## src/rtl/td4_clock_gen_pkg.sv

```systemverilog
// ----------------------------------------------------------------------------
// td4_pkg
// Shared definitions for the TD4 clock generator slice.
//  - Default divider ratios for the 50 MHz board clock (1 Hz slow, 10 Hz fast)
//  - Default debounce window for the single-step push button (20 ms)
//  - Divider counter width default
//  - step_state_t : states of the single-step button FSM
// ----------------------------------------------------------------------------
package td4_pkg;

   localparam int unsigned TD4_DIV_SLOW  = 50_000_000;
   localparam int unsigned TD4_DIV_FAST  = 5_000_000;
   localparam int unsigned TD4_DB_CYCLES = 1_000_000;
   localparam int unsigned TD4_CNT_W     = 27;

   typedef enum logic [1:0] {
      IDLE    = 2'd0,
      PRESS   = 2'd1,
      HELD    = 2'd2,
      RELEASE = 2'd3
   } step_state_t;

   // Width of a counter able to hold the values 0 .. maxValue (at least 1 bit).
   function automatic int unsigned countWidth(input int unsigned maxValue);
      int unsigned w;
      w = 1;
      while ((w < 32) && ((64'd1 << w) <= 64'(maxValue))) begin
         w = w + 1;
      end
      return w;
   endfunction

endpackage

```

## src/rtl/td4_clock_gen_if.sv

```systemverilog
// ----------------------------------------------------------------------------
// td4_clock_gen_if
// Control/status bundle between the board-level controls and the TD4 timing
// stage.
//  run       1 = free-run, 0 = halted
//  sel_fast  1 = fast step rate, 0 = slow step rate
//  step_btn  raw asynchronous single-step push button, active-high
//  tick      one-clock-wide CPU step enable
//  tick_cnt  number of ticks issued, modulo 256
// Modports:
//  master : drives the controls, observes tick/tick_cnt (board / testbench)
//  slave  : the clock generator itself
// ----------------------------------------------------------------------------
interface td4_clock_gen_if;

   logic       run;
   logic       sel_fast;
   logic       step_btn;
   logic       tick;
   logic [7:0] tick_cnt;

   modport master (
      output run,
      output sel_fast,
      output step_btn,
      input  tick,
      input  tick_cnt
   );

   modport slave (
      input  run,
      input  sel_fast,
      input  step_btn,
      output tick,
      output tick_cnt
   );

endinterface

```

## src/rtl/td4_clock_gen_debounce.sv

```systemverilog
// ----------------------------------------------------------------------------
// td4_debounce
// Single-step push-button conditioner: a 2-flop synchronizer followed by a
// four-state debounce FSM. A level change is accepted only after the
// synchronized button has held the new level for DB_CYCLES consecutive clocks.
// Ports:
//  clk        board clock
//  rst        synchronous active-high reset
//  btn_i      raw asynchronous button, active-high
//  pressed_o  one-cycle pulse (combinational) on the clock edge where a press
//             is accepted; registered by the parent
// Only instantiated when TD4_SINGLE_STEP_EN is defined.
// ----------------------------------------------------------------------------
module td4_debounce
   import td4_pkg::*;
#(
   parameter int unsigned DB_CYCLES = TD4_DB_CYCLES
) (
   input  logic clk,
   input  logic rst,
   input  logic btn_i,
   output logic pressed_o
);

   localparam int unsigned DB_W = countWidth(DB_CYCLES);
   localparam logic [DB_W-1:0] DB_LAST = DB_W'(DB_CYCLES - 1);
   localparam bit SINGLE_SAMPLE = (DB_CYCLES <= 1);

   logic        sync1_q;
   logic        sync2_q;
   step_state_t state_q, state_d;
   logic [DB_W-1:0] count_q, count_d;

   // Synchronizer, FSM state and stable-level counter registers.
   always_ff @(posedge clk) begin
      if (rst) begin
         sync1_q <= 1'b0;
         sync2_q <= 1'b0;
         state_q <= IDLE;
         count_q <= '0;
      end else begin
         sync1_q <= btn_i;
         sync2_q <= sync1_q;
         state_q <= state_d;
         count_q <= count_d;
      end
   end

   // Next-state logic. count_q holds how many consecutive synchronized samples
   // have shown the new level; the sample that moves IDLE->PRESS (or
   // HELD->RELEASE) is the first of them, so the counter starts at 1.
   always_comb begin
      state_d   = state_q;
      count_d   = count_q;
      pressed_o = 1'b0;
      unique case (state_q)
         IDLE: begin
            if (sync2_q) begin
               if (SINGLE_SAMPLE) begin
                  state_d   = HELD;
                  pressed_o = 1'b1;
               end else begin
                  state_d = PRESS;
                  count_d = DB_W'(1);
               end
            end
         end
         PRESS: begin
            if (!sync2_q) begin
               state_d = IDLE;
            end else if (count_q == DB_LAST) begin
               state_d   = HELD;
               pressed_o = 1'b1;
            end else begin
               count_d = count_q + DB_W'(1);
            end
         end
         HELD: begin
            if (!sync2_q) begin
               if (SINGLE_SAMPLE) begin
                  state_d = IDLE;
               end else begin
                  state_d = RELEASE;
                  count_d = DB_W'(1);
               end
            end
         end
         RELEASE: begin
            if (sync2_q) begin
               state_d = HELD;
            end else if (count_q == DB_LAST) begin
               state_d = IDLE;
            end else begin
               count_d = count_q + DB_W'(1);
            end
         end
         default: begin
            state_d = IDLE;
         end
      endcase
   end

endmodule

```

## src/rtl/td4_clock_gen.sv

```systemverilog
// ----------------------------------------------------------------------------
// td4_clock_gen
// Upstream timing stage for the TD4 core. Divides the board clock into a
// one-cycle CPU step enable 'tick' (slow or fast rate), supports halt, and
// keeps a wrapping 8-bit count of issued ticks.
// Ports:
//  clk   board clock
//  rst   synchronous active-high reset
//  bus   td4_clock_gen_if.slave : run, sel_fast, step_btn in; tick, tick_cnt out
// Configuration:
//  TD4_SINGLE_STEP_EN  when defined, step_btn is debounced (td4_debounce) and
//                      each accepted press issues one tick while halted. When
//                      undefined, step_btn is ignored and run=0 is a hard halt.
// ----------------------------------------------------------------------------
module td4_clock_gen
   import td4_pkg::*;
#(
   parameter int unsigned DIV_SLOW  = TD4_DIV_SLOW,
   parameter int unsigned DIV_FAST  = TD4_DIV_FAST,
   parameter int unsigned DB_CYCLES = TD4_DB_CYCLES,
   parameter int unsigned CNT_W     = TD4_CNT_W
) (
   input logic            clk,
   input logic            rst,
   td4_clock_gen_if.slave bus
);

   localparam logic [CNT_W-1:0] LIMIT_SLOW = CNT_W'(DIV_SLOW - 1);
   localparam logic [CNT_W-1:0] LIMIT_FAST = CNT_W'(DIV_FAST - 1);

   logic [CNT_W-1:0] divCnt_q, divCnt_d;
   logic [CNT_W-1:0] divLimit;
   logic             divFire;
   logic             tick_q, tick_d;
   logic [7:0]       tickCnt_q, tickCnt_d;
   logic             stepPulse;

`ifdef TD4_SINGLE_STEP_EN
   logic stepPressed;

   td4_debounce #(
      .DB_CYCLES (DB_CYCLES)
   ) u_debounce (
      .clk       (clk),
      .rst       (rst),
      .btn_i     (bus.step_btn),
      .pressed_o (stepPressed)
   );

   // Presses are always tracked, but only step the CPU while halted.
   assign stepPulse = stepPressed && !bus.run;
`else
   localparam int unsigned unusedDbCycles = DB_CYCLES;
   logic unusedStepBtn;

   assign unusedStepBtn = bus.step_btn;
   assign stepPulse     = 1'b0;
`endif

   // Divider: the >= compare lets a mid-count switch to a shorter period fire
   // on the very next edge. Halting parks the counter at 0 so resuming always
   // starts a full period.
   always_comb begin
      divLimit  = bus.sel_fast ? LIMIT_FAST : LIMIT_SLOW;
      divFire   = bus.run && (divCnt_q >= divLimit);
      divCnt_d  = divCnt_q + CNT_W'(1);
      if (!bus.run || divFire) begin
         divCnt_d = '0;
      end
      tick_d    = divFire || stepPulse;
      tickCnt_d = tickCnt_q + 8'(tick_d);
   end

   // Registered tick and its counter update on the same edge.
   always_ff @(posedge clk) begin
      if (rst) begin
         divCnt_q  <= '0;
         tick_q    <= 1'b0;
         tickCnt_q <= '0;
      end else begin
         divCnt_q  <= divCnt_d;
         tick_q    <= tick_d;
         tickCnt_q <= tickCnt_d;
      end
   end

   assign bus.tick     = tick_q;
   assign bus.tick_cnt = tickCnt_q;

endmodule

```

## src/flat_wrapper.sv

```systemverilog
// flat-port wrapper written by rule: the top's interface ports become plain ports
module td4_clock_gen_flat import td4_pkg::*;
#(
   parameter int unsigned DIV_SLOW  = TD4_DIV_SLOW,
   parameter int unsigned DIV_FAST  = TD4_DIV_FAST,
   parameter int unsigned DB_CYCLES = TD4_DB_CYCLES,
   parameter int unsigned CNT_W     = TD4_CNT_W
)
  (clk, rst, bus_run, bus_sel_fast, bus_step_btn, bus_tick, bus_tick_cnt);
  td4_clock_gen_if bus_i ();
  input logic clk;
  input logic rst;
  input wire logic [$bits(bus_i.run)-1:0] bus_run;
  input wire logic [$bits(bus_i.sel_fast)-1:0] bus_sel_fast;
  input wire logic [$bits(bus_i.step_btn)-1:0] bus_step_btn;
  output wire logic [$bits(bus_i.tick)-1:0] bus_tick;
  output wire logic [$bits(bus_i.tick_cnt)-1:0] bus_tick_cnt;
  assign bus_i.run = bus_run;
  assign bus_i.sel_fast = bus_sel_fast;
  assign bus_i.step_btn = bus_step_btn;
  assign bus_tick = bus_i.tick;
  assign bus_tick_cnt = bus_i.tick_cnt;
  td4_clock_gen #(.DIV_SLOW(DIV_SLOW), .DIV_FAST(DIV_FAST), .DB_CYCLES(DB_CYCLES), .CNT_W(CNT_W)) u_core (.clk(clk), .rst(rst), .bus(bus_i));
endmodule
```

## config.mk

```make
export PLATFORM = sky130hd
export DESIGN_NAME = td4_clock_gen_flat
export DESIGN_NICKNAME = d
export VERILOG_FILES = /design/src/rtl/td4_clock_gen_pkg.sv /design/src/rtl/td4_clock_gen_if.sv /design/src/rtl/td4_clock_gen_debounce.sv /design/src/rtl/td4_clock_gen.sv /design/src/flat_wrapper.sv
export SDC_FILE = /design/constraint.sdc
export NUM_CORES = 1
export LEC_CHECK = 0
export CORE_MARGIN = 1.5
export CORE_UTILIZATION = 56
export CTS_BUF_LIST = sky130_fd_sc_hd__clkbuf_8
export CTS_CLUSTER_SIZE = 24
export DETAILED_ROUTE_END_ITERATION = 7
export PLACE_DENSITY_LB_ADDON = 0.15
export REMOVE_ABC_BUFFERS = 1
export SYNTH_ARGS = -nofsm -noshare
export SYNTH_HDL_FRONTEND = slang
export SYNTH_SLANG_ARGS = --single-unit
```

## constraint.sdc

```tcl
create_clock -name clk -period 8 [get_ports clk]
set_input_delay 1.6 -clock clk [delete_from_list [all_inputs] [get_ports clk]]
set_output_delay 1.6 -clock clk [all_outputs]
set_load 0.02 [all_outputs]
```

# Word level (Yosys, flattened, before mapping)
# Index checks and enable logic that the tools add are counted.
dict set report word_totals {
  regBits 36
  latchBits 0
  ramBits 0
  romBits 0
  input_bits 5
  output_inout_bits 9
  elab_cells 11
  memories 0
}
dict set report classes {
  add_sub_neg 2
  n_mul 0
  n_div 0
  order_cmp 1
  n_eq_ne 0
  shifts 0
  muxes 1
  bitwise_logic 0
  reduce_logical 4
}
# operator n
set op_table {}
lappend op_table {{$add 27x1->27 const B} 1}
lappend op_table {{$ge 27x27->1} 1}
lappend op_table {{$mux 26} 1}
lappend op_table {{$add 8x1->8} 1}
lappend op_table {{$reduce_or 2->1} 1}
lappend op_table {{$logic_and 1x1->1} 1}
lappend op_table {{$logic_not 1->1} 1}
lappend op_table {{$logic_or 1x1->1} 1}

# Longest topological paths before layout
# Gate-level depths: netlist of run 1.
dict set report logic_depth {
  ltp_word 5
  mapped_depth 12
  ltp_nobuf 12
}

# Least setup slack after synthesis of run 1
# OpenSTA, ideal clock, no wires.
dict set report synth_timing {
  path_kind {input -> register}
  startpoint {input bus_sel_fast}
  endpoint {register u_core.tickCnt_q[4], in the netlist u_core.bus.tick_cnt[4]}
  setup_ps 125
  arrival_ps 3558
  required_ps 7875
  setup_slack_ps 4316
  path_stages 11
  n_path_buf 0
  cell_sequence {inv_1 -> ha_1 -> a211o_2 -> a211o_1 -> o211ai_4 -> a31oi_1 -> ha_1 -> ha_1 -> nand3_1 -> xor2_1 -> nor2_1}
}
dict set report synth_between {
  elab_chain_len 4
}
# element line
set synth_lines {}
lappend synth_lines {{start: declaration} flat_wrapper.sv:14} ;# input wire logic [$bits(bus_i.sel_fast)-1:0] bus_sel_fast;
lappend synth_lines {{$mux 26} td4_clock_gen.sv:64} ;# divLimit = bus.sel_fast ? LIMIT_FAST : LIMIT_SLOW;
lappend synth_lines {{$ge 27x27->1} td4_clock_gen.sv:65} ;# divFire = bus.run && (divCnt_q >= divLimit);
lappend synth_lines {{$logic_and 1x1->1} td4_clock_gen.sv:65}
lappend synth_lines {{via u_core.divFire} td4_clock_gen.sv:33} ;# logic divFire;
lappend synth_lines {{$add 8x1->8} td4_clock_gen.sv:71} ;# tickCnt_d = tickCnt_q + 8'(tick_d);
lappend synth_lines {{end signal: assignment} td4_clock_gen.sv:83} ;# tickCnt_q <= tickCnt_d;
lappend synth_lines {{end: declaration} td4_clock_gen.sv:35} ;# logic [7:0] tickCnt_q, tickCnt_d;
# The timed path passes the listed nets, and every way through them passes these cells.
# A chain may end at the register's enable or synchronous reset.

# Worst setup path after layout of run 1
# Ends and elaborated chain as after synthesis.

==> results of run 1 <==
worst register-to-register path: cells and delay by family (launching register included):
family          cells  cell delay [ns]
compound gates      4             0.97
xor+xnor            1             0.17
simple gates        2             0.17
fa+ha+maj           3             0.70
flops               1             0.38
path summary, 6_finish.rpt:
check	start	end	cells past startpoint
max	bus_sel_fast	u_core.bus.tick_cnt[4]	12
min	u_core.divCnt_q[0]	u_core.divCnt_q[0]	1
max reg2reg	u_core.divCnt_q[9]	u_core.bus.tick_cnt[4]	10
min reg2reg	u_core.divCnt_q[0]	u_core.divCnt_q[0]	1
synth_stat cells, types with 3 or more instances:
| library cell | instances | area, sq um |
|---|---|---|
| xor2_1 | 17 | 149 |
| nand2_1 | 10 | 37.5 |
| and3_1 | 4 | 25.0 |
| ha_1 | 16 | 200 |
| nor2_2 | 6 | 37.5 |
| nand3_1 | 10 | 50.1 |
| dfxtp_1 | 36 | 721 |
| nand4_1 | 5 | 31.3 |
| and2_1 | 3 | 18.8 |
| nor2_1 | 32 | 120 |
| buf_6 | 3 | 33.8 |
| xnor2_1 | 14 | 123 |
| inv_1 | 9 | 33.8 |
| nor3_1 | 4 | 20.0 |
layout make-up:
type,instances,share of cell area
sequential,36,0.330
multi-input combinational,157,0.523
inverter,9,0.0155
clock inverter,3,0.0195
timing repair buffer,12,0.0550
clock buffer,5,0.0315
tap,46,0.0263
cells in the final DEF (no fill, tap or decap), types with 2 or more instances in the layout:
cell / n
ha_1: 16
xnor2_1: 14
nor2b_1: 2
dfxtp_1: 36
nor3b_1: 2
o211ai_4: 2
nor2_2: 6
nor3_1: 4
nand2_1: 10
and2_1: 3
and4_1: 2
a21oi_1: 2
inv_1: 9
clkbuf_8: 5
nand4_1: 5
and4_2: 2
clkdlybuf4s50_1: 12
xor2_1: 17
a31oi_1: 2
nand3_1: 10
and3_1: 4
nor2_1: 32
metal layers:
layer	vias to the layer above	part of all wire	global-route usage	routed length, microns
li1	737	-	-	-
met1	664	0.46	0.241	1580
met4	0	0.014	0.0729	46
met2	18	0.48	0.343	1640
met3	6	0.038	0.0559	129
met5	-	0	0	0
state kept, by name, indices dropped and copies added (netlist names):
signal	cells
u_core.bus.tick	1
u_core.bus.tick_cnt	8
u_core.divCnt_q	27
stage by stage:
stage | utilization | area (sq um) | hold WS [ns] | setup WS (ns)
floorplan | - | 1900 | 0.421 | 4.33
global placement | 0.622 | 2070 | 0.434 | 3.30
detailed placement | 0.622 | 2070 | 0.462 | 3.24
CTS | 0.655 | 2190 | 0.472 | 3.53
global route | 0.655 | 2190 | 0.490 | 3.38
finish | 0.655 | 2190 | 0.479 | 3.53
kinds of logic after synthesis:
| kind of cell | Yosys count | share of synthesized area |
|---|---|---|
| AO/OA/AOI/OAI | 15 | 0.0736 |
| buffers and inverters | 14 | 0.0393 |
| flip-flops | 36 | 0.372 |
| adder cells (fa/ha/maj) | 16 | 0.103 |
| AND/OR/NAND/NOR | 95 | 0.272 |
| XOR/XNOR | 31 | 0.140 |
power by group through the flow:
stage               Sequential, uW  Clock [uW]  Combinational (uW)
CTS                            180         160                11.4
finish                         180         157                11.3
global placement               184           0                10.7
floorplan                      184           0                6.63
detailed placement             184           0                11.4
global route                   180         167                13.1
==> flow_metrics.tcl, run 1 <==
set metrics [dict create \
    ys_ff_latch 36 \
    syn2layout_area_growth_pct 12.7 \
    synth_area_sq_um 1940 \
    avgRoutedWirePerCell_microns 12.7 \
    grt_pass1_wl_microns 5600 \
    cts_hold_buf 0 \
    critPathMostFrequentCell "ha_1" \
    cts_tree "yes" \
    die_h_microns 61.9 \
    critPathCaptureType "flop" \
    fp.dieW_microns 61.9 \
    synthFlopType "dfxtp_1" \
    drive_gt1_frac 0.117 \
    grt.total_usage 0.201 \
    ys_types 45 \
    period_needed_ns 4.47 \
    critPathArrivalTime_ns 4.64 \
    cts_inserted_buffers 5 \
    total_power_uw 348 \
    wl_microns 3400 \
    yosysWarnings 0 \
    multiInputGateArea_sq_um 1140 \
    port_buffers 12 \
    nFillCells 289 \
    p_comb_frac 0.033 \
    ctsResizeCount 0 \
    relSlewSlack 0.437 \
    placed_cells 260 \
    die_area_sq_um 3830 \
    p_seq_frac 0.517 \
    tns_ns 0 \
    antenna_left 0 \
    ios 14 \
    rows 21 \
    htree_levels 2 \
    clock_latency_ns 0.29 \
    seqCellArea_sq_um 721 \
    syn_avg_cell_area_sq_um 9.37 \
    crit_chain "clkdlybuf4s50_1 > inv_1 > ha_1 > a211o_2 > a211o_1 > o211ai_4 > a31oi_1 > ha_1 > ha_1 > nand3_1 > xor2_1 > nor2_1" \
    power_frac_clock 0.450 \
    cts_root_buffer "clkbuf_8" \
    crit_required_ns 8.17 \
    worst-setup-path-type "input port to flop" \
    max-vdd-ir-drop_v 0.0000922 \
    swShare 0.208 \
    cp_max_fo 10 \
    yosysSeqAreaShare 0.372 \
    overflow 0 \
    path_delay_family "compound AO/OA/AOI/OAI gates" \
    p_int_uw 276 \
    grt_setup_unrepaired "no" \
    hold_class "flop to flop" \
    tightest_slew_ns 0.841 \
    slew_viol_final 0 \
    cts_setup_buffers 0 \
    cts.clk_slew.worst_paths_ns 0.07 \
    drc 0 \
    vias 1425 \
    grt_max_degree 28 \
    finalHoldViolations 0 \
    syn_inst 207 \
    layout.nets 242 \
    grt_pass1_vias 1337 \
    max_stage_delay_ns 0.75 \
    ff2ff_setup_slack_ns 5.50 \
    final_cells 268 \
    power_switching_uw 72.3 \
    antenna_found_initial 0 \
    dp_hpwl_microns 2480 \
    cp_slowest_cell "clkdlybuf4s50_1" \
    ys_async_sr_fraction 0 \
    cts_buffer_depth 2 \
    powerDensity_nw_per_um2 159 \
    coreArea_sq_um 3340 \
    post-route-period-util 0.559 \
    crit_path_start_kind "input port" \
    viasPerCell 5.32 \
    outcome "complete, no violations" \
    drt-pass1-iter-count 4 \
    fmax_mhz 224 \
    clock_sinks 36 \
    clock_skew_ns 0.00401 \
    gp_congestion 0.725 \
    cap_violations 0 \
    path_buf_inv 2 \
    finalSetupViolations 0 \
    insertedDiodeCount 0 \
    synth-edff-count 0 \
    drtIter0Drc 75 \
    cellLeakagePower_uw 0.000866 \
    start_util 0.581 \
]
Power figures use the tool's default switching activity.
==> inputs of run 2 (changes only) <==
Clock period 8 ns to 4.32 ns, I/O delays scaled along.
==> run 2 against run 1 <==
Effect of this change: register-to-register slack worse by 3.7 ns; largest cell class unchanged; power up 71%; largest power group unchanged; global-route usage rose by 1.5 points; first-iteration DRC count decreased by 13%.
==> flow_metrics.tcl, run 2 (synthesis gave the netlist of run 1 again) <==
set metrics [dict create \
    fp.dieW_microns 61.9 \
    total_power_uw 596 \
    syn2layout_area_growth_pct 12.1 \
    htree_levels 2 \
    reg2regPathDepth 10 \
    cts_hold_buf 0 \
    port_buffers 12 \
    ff2ff_setup_slack_ns 1.84 \
    antenna_found_initial 0 \
    vias 1434 \
    insertedDiodeCount 0 \
    dp_hpwl_microns 2660 \
    cts_root_buffer "clkbuf_8" \
    r2r_end "u_core.bus.tick_cnt[4]" \
    clock_sinks 36 \
    drive_gt1_frac 0.121 \
    nFillCells 267 \
    wl_microns 3490 \
    relSlewSlack 0.438 \
    cts_buffer_depth 2 \
    finalHoldViolations 0 \
    cts_setup_buffers 0 \
    tns_ns 0 \
    slew_viol_final 0 \
    cellLeakagePower_uw 0.000868 \
    clock_skew_ns 0.00587 \
    layout_common_cells "dfxtp_1 (36), nor2_1 (32), xor2_1 (17), ha_1 (16), xnor2_1 (14)" \
    cts.clk_slew.worst_paths_ns 0.07 \
    crit_start "bus_sel_fast" \
    clock_latency_ns 0.29 \
    post-route-period-util 0.773 \
    antenna_left 0 \
    layout.nets 243 \
    final_common_cell "dfxtp_1" \
    overflow 0 \
    fmax_mhz 299 \
    powerDensity_nw_per_um2 274 \
    hold_class "flop to flop" \
    outcome "complete, no violations" \
    ctsResizeCount 0 \
    r2r-start "u_core.divCnt_q[9]" \
    hold_slack_ns 0.462 \
    die_area_sq_um 3830 \
    tightest_slew_ns 0.838 \
    finalSetupViolations 0 \
    drt-pass1-iter-count 4 \
    largest_register "u_core.divCnt_q" \
    drc 0 \
    cp_max_fo 4 \
    largest_reg_flops 27 \
    start_util 0.581 \
    cap_violations 0 \
    critPathCaptureType "flop" \
    drtIter0Drc 65 \
    die_h_microns 61.9 \
    ios 14 \
    grt_pass1_wl_microns 5930 \
    worst-setup-path-type "input port to flop" \
    period_needed_ns 3.34 \
    grt_setup_unrepaired "no" \
    cts_inserted_buffers 5 \
    rows 21 \
    crit_path_start_kind "input port" \
    gp_congestion 0.778 \
    critPathArrivalTime_ns 3.51 \
    seqCellArea_sq_um 721 \
    endpoint "u_core.bus.tick_cnt[4]" \
    grt_max_degree 28 \
    avgRoutedWirePerCell_microns 13.0 \
    final_util 0.652 \
    grt.total_usage 0.216 \
    viasPerCell 5.33 \
    cts_tree "yes" \
    max-vdd-ir-drop_v 0.000208 \
    crit_required_ns 4.49 \
    coreArea_sq_um 3340 \
    multiInputGateArea_sq_um 1140 \
    grt_pass1_vias 1346 \
]
==> run 2: cell types whose count changed in the layout (fill, tap and decap cells not counted) <==
| cell | delta |
|---|---|
| clkinvlp_4 | -1 |
| buf_4 | +1 |
| clkinv_2 | +1 |
| bufinv_16 | -1 |
| clkbuf_8 | +1 |
==> run 2: layer usage <==
metal  track usage  part of all wire  vias to the layer above
met3        0.0725             0.027                        7
met4        0.0942             0.018                        0
met1         0.255              0.45                      673
met5             0                 0                        -
met2         0.358              0.51                       18
li1              -                 -                      736
==> run 2: power breakdown <==
part	leakage (uW)	switching, uW	total [uW]	internal, uW
sequential	0.000290	0.791	333	333
combinational	0.000527	13.9	22.0	8.04
clock	0.0000510	114	241	127
total	0.000868	128	596	468
==> run 2: area by class of cell <==
class                           count  share of cell area
Multi-Input combinational cell    157               0.525
Sequential cell                    36               0.331
Timing Repair Buffer               13              0.0587
Clock buffer                        6              0.0380
Tap cell                           46              0.0265
Inverter                            9              0.0155
Clock inverter                      2             0.00460
==> run 2: per-stage QoR <==
step | area (sq um) | instances | setup slack (ns)
global placement | 2080 | 261 | 0.735
finish | 2170 | 269 | 0.980
floorplan | 1900 | 202 | 1.38
detailed placement | 2080 | 261 | 0.654
global route | 2170 | 269 | 0.759
CTS | 2170 | 269 | 0.964
==> run 2: critical path: stages <==
cell             delay, ns
clkdlybuf4s50_1       0.49
inv_1                 0.11
ha_1                  0.33
a211o_2               0.33
a211o_1               0.31
o211ai_4              0.22
a31oi_1               0.12
ha_1                  0.21
ha_1                  0.22
nand3_1               0.11
xor2_1                0.15
nor2_1                0.06
==> run 2: worst min path at each step <==
stage / cells past startpoint / end / start / slack, ns
after floorplan: 1 / u_core.divCnt_q[0] / u_core.divCnt_q[0] / 0.42
after global placement: 1 / u_core.divCnt_q[0] / u_core.divCnt_q[0] / 0.44
after detailed placement: 1 / u_core.divCnt_q[0] / u_core.divCnt_q[0] / 0.45
after CTS: 1 / u_core.divCnt_q[0] / u_core.divCnt_q[0] / 0.46
after global routing: 1 / u_core.divCnt_q[0] / u_core.divCnt_q[0] / 0.50
final: 1 / u_core.divCnt_q[0] / u_core.divCnt_q[0] / 0.46
==> inputs of run 3 (changes only) <==
Clock period 4.32 ns to 3.41 ns, I/O delays scaled along.
==> run 3 against run 2 <==
Effect of this change: count of clock-buffer cells in the layout unchanged; power up 28%; die area unchanged; hold slack worse by 0.011 ns; register-to-register slack worse by 0.88 ns; critical path depth unchanged; first-iteration DRC count down 11%; clock skew up 0.0019 ns; wire length up 1.1%; sequential cell count unchanged; sequential power up 27%; critical path type unchanged; largest cell class unchanged.
==> flow_metrics.tcl, run 3 (synthesis gave the netlist of run 1 again) <==
set metrics [dict create \
    clock_sinks 36 \
    period_needed_ns 3.12 \
    dp_hpwl_microns 2700 \
    drc 0 \
    finalSetupViolations 0 \
    drtIter0Drc 58 \
    layout_common_cells "dfxtp_1 (36), nor2_1 (32), xor2_1 (17), ha_1 (16), xnor2_1 (14)" \
    hold_path_startpoint "u_core.divCnt_q[0]" \
    finalHoldViolations 0 \
    max-vdd-ir-drop_v 0.000227 \
    die_area_sq_um 3830 \
    largest_reg_flops 27 \
    clock_skew_ns 0.00781 \
    wl_microns 3520 \
    total_power_uw 764 \
    grt_pass1_vias 1370 \
    r2r-start "u_core.divCnt_q[9]" \
    ios 14 \
    grt.total_usage 0.206 \
    antenna_left 0 \
    final_common_cell "dfxtp_1" \
    die_h_microns 61.9 \
    final_cells 274 \
    coreArea_sq_um 3340 \
    post-route-period-util 0.914 \
    clock_latency_ns 0.29 \
    r2r_end "u_core.bus.tick_cnt[4]" \
    cts_hold_buf 0 \
    crit_path_start_kind "input port" \
    grt_pass1_wl_microns 5720 \
    power_frac_clock 0.408 \
    viasPerCell 5.29 \
    worst-setup-path-type "input port to flop" \
    reg2regPathDepth 10 \
    cellLeakagePower_uw 0.000890 \
    vias 1450 \
    power_switching_uw 169 \
    crit_required_ns 3.58 \
    antenna_found_initial 0 \
    syn2layout_area_growth_pct 14.1 \
    ctsResizeCount 0 \
    insertedDiodeCount 0 \
    layout.nets 248 \
    p_comb_frac 0.039 \
    drt-pass1-iter-count 4 \
    cts_buffer_depth 2 \
    worstHoldEndpoint "u_core.divCnt_q[0]" \
    relSlewSlack 0.707 \
    powerDensity_nw_per_um2 345 \
    slew_viol_final 0 \
    critPathArrivalTime_ns 3.29 \
    grt_max_degree 15 \
    start_util 0.581 \
    outcome "complete, no violations" \
    p_int_uw 594 \
    fp.dieW_microns 61.9 \
    min_path_cells 1 \
    tns_ns 0 \
    hold_class "flop to flop" \
    htree_levels 2 \
    cts_root_buffer "clkbuf_8" \
    port_buffers 12 \
    avgRoutedWirePerCell_microns 12.9 \
    nFillCells 299 \
    cp_max_fo 4 \
    largest_register "u_core.divCnt_q" \
    overflow 0 \
    fmax_mhz 321 \
    swShare 0.222 \
    drive_gt1_frac 0.140 \
    cap_violations 0 \
    ff2ff_setup_slack_ns 0.96 \
    gp_congestion 0.771 \
    cts_setup_buffers 0 \
    cts_inserted_buffers 5 \
    p_seq_frac 0.553 \
    tightest_slew_ns 0.434 \
    critPathCaptureType "flop" \
    placed_cells 266 \
    grt_setup_unrepaired "no" \
    rows 21 \
    cts.clk_slew.worst_paths_ns 0.07 \
    cts_tree "yes" \
]
run 3: area by class of cell:
class | instances | area [sq um] | area share
Clock inverter | 2 | 10.0 | 0.00452
Inverter | 9 | 33.8 | 0.0153
Multi-Input combinational cell | 157 | 1140 | 0.516
Clock buffer | 6 | 82.6 | 0.0373
Tap cell | 46 | 57.6 | 0.0260
Timing Repair Buffer | 18 | 165 | 0.0747
Sequential cell | 36 | 721 | 0.326
run 3: how the worst max path moves through the flow:
stage,startpoint,to,slack [ns],cells after the start
6_report,bus_sel_fast,u_core.bus.tick_cnt[4],0.29,12
4_1_cts,bus_sel_fast,u_core.bus.tick_cnt[4],0.28,12
2_1_floorplan,bus_sel_fast,u_core.bus.tick_cnt[4],0.66,11
3_5_place_dp,bus_sel_fast,u_core.bus.tick_cnt[4],-0.01,12
3_3_place_gp,bus_sel_fast,u_core.bus.tick_cnt[4],0.07,12
5_1_grt,bus_sel_fast,u_core.bus.tick_cnt[5],0.06,12
run 3: layer usage:
layer  global-route usage  routed length [microns]  vias up
met1                0.227                     1520      678
met2                0.377                     1840       16
li1                     -                        -      748
met5                    0                        0        -
met4               0.0821                       59        0
met3               0.0497                      106        8
run 3: critical path, cell delays in order:
cell and delay, ns:
clkdlybuf4s50_1 0.49, inv_1 0.11, ha_1 0.33, a211o_2 0.33, a211o_1 0.31, o211ai_4 0.18, a31oi_1 0.10, ha_1 0.20
ha_1 0.22, nand3_1 0.11, xor2_1 0.15, nor2_1 0.06
run 3: metrics by stage:
| step | setup slack [ns] | util | hold slack (ns) | instance area (sq um) |
|---|---|---|---|---|
| after detailed placement | -0.0121 | 0.635 | 0.442 | 2120 |
| after floorplan | 0.655 | - | 0.421 | 1900 |
| after global routing | 0.0607 | 0.663 | 0.492 | 2210 |
| final | 0.293 | 0.663 | 0.450 | 2210 |
| after CTS | 0.283 | 0.663 | 0.458 | 2210 |
| after global placement | 0.0655 | 0.635 | 0.436 | 2120 |
run 3: power groups by stage:
stage          logic [uW]  registers (uW)  clock network, uW
4_1_cts              30.5             422                316
6_report             30.1             422                311
5_1_grt              34.1             422                333
3_3_place_gp         28.0             432                  0
3_5_place_dp         30.0             432                  0
2_1_floorplan        15.6             432                  0
